**config.mk**
```make
export PLATFORM = sky130hd
export DESIGN_NAME = timer_dev_flat
export DESIGN_NICKNAME = d
export VERILOG_FILES = /design/src/rtl/timer_dev_if.sv /design/src/rtl/timer_dev.sv /design/src/flat_wrapper.sv
export SDC_FILE = /design/constraint.sdc
export NUM_CORES = 1
export LEC_CHECK = 0
export BUFFER_PORTS_ARGS = -buffer_cell sky130_fd_sc_hd__buf_2
export CAP_MARGIN = 20
export CORE_MARGIN = 10
export CORE_UTILIZATION = 55
export CTS_BUF_LIST = sky130_fd_sc_hd__clkbuf_4 sky130_fd_sc_hd__clkbuf_8
export CTS_CLUSTER_SIZE = 10
export DETAILED_ROUTE_END_ITERATION = 6
export GPL_ROUTABILITY_DRIVEN = 1
export GPL_TIMING_DRIVEN = 0
export PLACE_DENSITY = 0.79
export SLEW_MARGIN = 25
export SYNTH_ARGS = -nofsm -noshare
export SYNTH_HDL_FRONTEND = slang
export SYNTH_SLANG_ARGS = --single-unit
```
**constraint.sdc**
```tcl
create_clock -name clk -period 2.7 [get_ports clk]
set_input_delay 0.54 -clock clk [delete_from_list [all_inputs] [get_ports clk]]
set_output_delay 0.54 -clock clk [all_outputs]
set_load 0.01 [all_outputs]
```
**src/rtl/timer_dev_if.sv**
```systemverilog
// Bridge-side bus bundle for the memory-mapped timer: register access plus IRQ,
// with a read-only debug view of the FSM state and the raw interrupt flag.
interface timer_dev_if;
   // No valid/ready: a write happens on every rising clk edge where We=1, to the
   // register that Addr selects; reads are combinational and need no strobe.
   logic [1:0]  Addr;
   logic        We;
   logic [31:0] DIn;
   logic [31:0] DOut;
   logic        IRQ;
   logic [1:0]  dbg_state;
   logic        dbg_irq_flag;

   modport master (
      output Addr, We, DIn,
      input  DOut, IRQ, dbg_state, dbg_irq_flag
   );

   modport slave (
      input  Addr, We, DIn,
      output DOut, IRQ, dbg_state, dbg_irq_flag
   );
endinterface

```
**src/rtl/timer_dev.sv**
```systemverilog
// 32-bit down-counting timer with one-shot and auto-reload modes. The interrupt
// flag is masked by CTRL.IM, and any CPU write to CTRL acknowledges it.
module timer_dev (
   input  logic        clk,
   input  logic        rst,
   timer_dev_if.slave  bus
);

   typedef enum logic [1:0] {
      IDLE = 2'd0,
      LOAD = 2'd1,
      CNT  = 2'd2,
      INT  = 2'd3
   } state_t;

   state_t      state_q, state_d;
   logic [3:0]  ctrl_q, ctrl_d;
   logic [31:0] preset_q, preset_d;
   logic [31:0] count_q, count_d;
   logic        irq_flag_q, irq_flag_d;

   logic        en;
   logic        auto_reload;

   assign en          = ctrl_q[0];
   // Modes 10 and 11 fall back to one-shot.
   assign auto_reload = (ctrl_q[2:1] == 2'b01);

   always_ff @(posedge clk or negedge rst) begin
      if (!rst) begin
         state_q    <= IDLE;
         ctrl_q     <= 4'd0;
         preset_q   <= 32'd0;
         count_q    <= 32'd0;
         irq_flag_q <= 1'b0;
      end else begin
         state_q    <= state_d;
         ctrl_q     <= ctrl_d;
         preset_q   <= preset_d;
         count_q    <= count_d;
         irq_flag_q <= irq_flag_d;
      end
   end

   always_comb begin
      state_d    = state_q;
      ctrl_d     = ctrl_q;
      preset_d   = preset_q;
      count_d    = count_q;
      irq_flag_d = irq_flag_q;

      case (state_q)
         IDLE: begin
            if (en) state_d = LOAD;
         end
         LOAD: begin
            count_d = preset_q;
            state_d = CNT;
         end
         CNT: begin
            if (!en) begin
               state_d = IDLE;
            end else if (count_q > 32'd1) begin
               count_d = count_q - 32'd1;
            end else begin
               count_d    = 32'd0;
               irq_flag_d = 1'b1;
               state_d    = INT;
            end
         end
         INT: begin
            if (auto_reload) begin
               irq_flag_d = 1'b0;
               state_d    = LOAD;
            end else begin
               ctrl_d[0] = 1'b0;
               state_d   = IDLE;
            end
         end
         default: state_d = IDLE;
      endcase

      // Bus writes are applied last so they override same-cycle FSM updates.
      if (bus.We) begin
         case (bus.Addr)
            2'd0: begin
               ctrl_d     = bus.DIn[3:0];
               irq_flag_d = 1'b0;
            end
            2'd1:    preset_d = bus.DIn;
            default: ;
         endcase
      end
   end

   always_comb begin
      case (bus.Addr)
         2'd0:    bus.DOut = {28'd0, ctrl_q};
         2'd1:    bus.DOut = preset_q;
         2'd2:    bus.DOut = count_q;
         default: bus.DOut = 32'd0;
      endcase
   end

   assign bus.IRQ          = irq_flag_q & ctrl_q[3];
   assign bus.dbg_state    = state_q;
   assign bus.dbg_irq_flag = irq_flag_q;

endmodule
```
**src/flat_wrapper.sv**
```systemverilog
// flat-port wrapper written by rule: the top's interface ports become plain ports
module timer_dev_flat 
  (clk, rst, bus_Addr, bus_We, bus_DIn, bus_DOut, bus_IRQ, bus_dbg_state, bus_dbg_irq_flag);
  timer_dev_if bus_i ();
  input  logic clk;
  input  logic rst;
  input wire logic [$bits(bus_i.Addr)-1:0] bus_Addr;
  input wire logic [$bits(bus_i.We)-1:0] bus_We;
  input wire logic [$bits(bus_i.DIn)-1:0] bus_DIn;
  output wire logic [$bits(bus_i.DOut)-1:0] bus_DOut;
  output wire logic [$bits(bus_i.IRQ)-1:0] bus_IRQ;
  output wire logic [$bits(bus_i.dbg_state)-1:0] bus_dbg_state;
  output wire logic [$bits(bus_i.dbg_irq_flag)-1:0] bus_dbg_irq_flag;
  assign bus_i.Addr = bus_Addr;
  assign bus_i.We = bus_We;
  assign bus_i.DIn = bus_DIn;
  assign bus_DOut = bus_i.DOut;
  assign bus_IRQ = bus_i.IRQ;
  assign bus_dbg_state = bus_i.dbg_state;
  assign bus_dbg_irq_flag = bus_i.dbg_irq_flag;
  timer_dev u_core (.clk(clk), .rst(rst), .bus(bus_i));
endmodule
```
==> reports/metrics.cfg <==
[run_status]
outcome = complete, no violations

[yosys]
async_reset_ff_frac = 1.00
netlist_area_mm2 = 0.00396
yosysMostFrequentCell = dfrtp_1
yosys.area.top_type = dfrtp_1
ys.warnings.count = 0
post_synth_main_area_contributors = dfrtp_1, mux2_2, a22o_1, o21ai_0, a22oi_1
synth_ff_type = dfrtp_1
ys_seq_elements = 71
synth_seq_area_share = 0.449
syn_inst = 377
synthDistinctLibCells = 56
synth_nets = 416
syn_area_per_cell_um2 = 10.5
synth-edff-count = 0
yosysTopAreaCellShare = 0.449
synth_common_cells = dfrtp_1, mux2_2, a22o_1

[place]
io_buffers = 71
placedInstanceArea_mm2 = 0.00446
gp_congestion = 0.941
dp_hpwl_um = 8320

[route]
antenna_left = 0
routedWlPerCell_um = 20.9
drtIter0Drc = 274
finalWirelength_um = 11600
vias = 3623
drc = 0
drt-pass1-iter-count = 5
via_per_inst = 6.49

[timing]
setup_viol = 0
fmax_ghz = 0.380
slew_headroom = 0.526
fin_crit_ps = 2630
worst_pin_slew_ps = 711
rsz0062_at_grt = false
clock-skew-final_ps = 10.6
fin_crit_sh = 0.975
finalHoldViolations = 0
fin_hold_ws_ps = 136
tns_ps = 0
slew_violations = 0

[cts]
path_clk_slew_ps = 70
cts_tree = built
cts_root_buffer = clkbuf_8
cts.sinks = 71
clk_latency_ps = 340
cts_max_level = 3
cts_buffer_depth = 2
numCtsBuffers = 9

[power]
p_per_area_mw_per_mm2 = 958
pwr-share-seq = 0.423
leakagePower_nw = 2.03
switching_power_mw = 1.90
power.share.switching = 0.426
p_int_mw = 2.56
power_frac_comb = 0.415
p_clk_frac = 0.162
finalPower_mw = 4.46
peakVddDrop_mv = 0.468

[setup_path]
worstSetupEndpointType = flip-flop
critical_path_class = reg -> reg
crit_path_max_fanout = 10
r2r-start = u_core.count_q[24]
crit_chain = or4_4, or4b_4, o311ai_4, buf_6, nor3b_2, a211o_1
arrival_ps = 2870
r2r-end = u_core.count_q[4]
startpoint_type = flip-flop
worst_path_largest_cell_delay_ps = 560
cp_slowest_cell = or4_4
reg2reg_depth = 6
crit_required_ps = 2930
reg2reg_slack_ps = 70

[floorplan]
die_area_mm2 = 0.0110
die_h_um = 105
rows = 30
ioPinCount = 73
start_util = 0.573
fp.dieW_um = 105
core_region_area_mm2 = 0.00691

[global_route]
antenna_found_initial = 0
grt.overflow.total = 0
grt_max_degree = 40
grtUsageTotal = 0.205
grt_pass1_wl_um = 18700
grt_pass1_vias = 3665

[final_layout]
drive_above_1_share = 0.329
regArea_mm2 = 0.00178
final_cell_area_mm2 = 0.00466
syn_to_final_growth_pct = 17.6
utilization = 0.674
fin_nets = 499
multi_input_area_mm2 = 0.00205
num_antenna_cells = 0
fillerInstances = 592

[job]
cap_violations = 0

[hold_path]
hp-class = in -> async

-- final cells by class --
type | instances | area share
clock buffer | 11 | 0.0312
inverter | 8 | 0.00645
timing repair buffer | 72 | 0.0812
multi-input combinational | 270 | 0.440
tap | 96 | 0.0258
clock inverter | 2 | 0.00215
buffer | 28 | 0.0317
sequential | 71 | 0.382
-- stage by stage --
| step | setup slack (ps) | std cells |
|---|---|---|
| floorplan | 342 | 377 |
| global placement | -292 | 544 |
| global route | 11.6 | 558 |
| CTS | 7.29 | 558 |
| detailed placement | -275 | 545 |
| finish | 67.0 | 558 |
-- state kept, by name, indices dropped and copies added, names as in the netlist --
signal / count
u_core.count_q: 32
u_core.preset_q: 32
u_core.ctrl_q: 4
u_core.bus.dbg_state: 2
u_core.bus.dbg_irq_flag: 1
-- cell usage in the layout, fill, tap and decap left out, drive strengths merged, types with 3 or more instances in the layout --
master,netlist,layout
o311ai,5,5
mux2,35,35
nand2,25,25
dfrtp,71,71
nand4,4,4
nand3,17,17
nor3b,3,3
a22oi,13,13
nor2b,5,5
o21ai,27,27
nor4,14,14
buf,11,83
o211ai,5,5
nor3,6,6
or3,10,10
nor2,12,12
inv,8,8
a32oi,7,7
a22o,32,32
and2,3,3
o2bb2ai,9,9
o31ai,4,4
or4,5,5
clkbuf,17,28
mux2i,4,4
a21oi,4,4
-- repair_timing --
item / CTS / global route
pin swaps: 0 / 0
setup buffers: 0 / 0
hold buffers: 0 / 0
gates resized for setup: 4 / 9
setup endpoints to repair: 21 / 52
-- critical path, delay by kind of cell (launching register included) --
| family | cells | cell delay [ps] |
|---|---|---|
| buf+inv | 1 | 220 |
| flops | 1 | 450 |
| compound gates | 2 | 670 |
| simple gates | 3 | 1170 |
-- worst max path at each step --
stage,from,endpoint,cells past startpoint
4_1_cts,u_core.count_q[3],u_core.count_q[4],6
5_1_grt,u_core.count_q[24],u_core.count_q[4],6
2_1_floorplan,u_core.count_q[25],u_core.count_q[4],7
3_5_place_dp,bus_Addr[1],bus_DOut[4],6
6_report,u_core.count_q[24],u_core.count_q[4],6
3_3_place_gp,bus_Addr[1],bus_DOut[19],6
-- power by group through the flow --
| stage | combinational (mW) | clock (mW) | sequential (mW) |
|---|---|---|---|
| after floorplan | 1.30 | 0 | 1.73 |
| after global placement | 1.73 | 0 | 1.83 |
| after detailed placement | 1.78 | 0 | 1.85 |
| after CTS | 1.80 | 0.729 | 1.84 |
| after global routing | 2.02 | 0.773 | 1.92 |
| final | 1.85 | 0.724 | 1.89 |
-- cell families after synthesis --
kind of cell,count (synthesis),synth area share
xor gates and xnor gates,1,0.00221
DFF,71,0.449
buffers and inverters,36,0.0430
muxes,39,0.110
adders and majority gates,2,0.00632
AOI/OAI and AO/OA,116,0.232
and+or+nand+nor,112,0.158
-- per-layer routing --
metal,vias to the layer above,GRT usage,wire (um)
met5,-,0,0
met4,0,0.0833,284
met3,25,0.0430,897
li1,1632,-,-
met1,1786,0.255,4800
met2,180,0.338,5660
No activity file was read; power rests on OpenSTA's default activity.
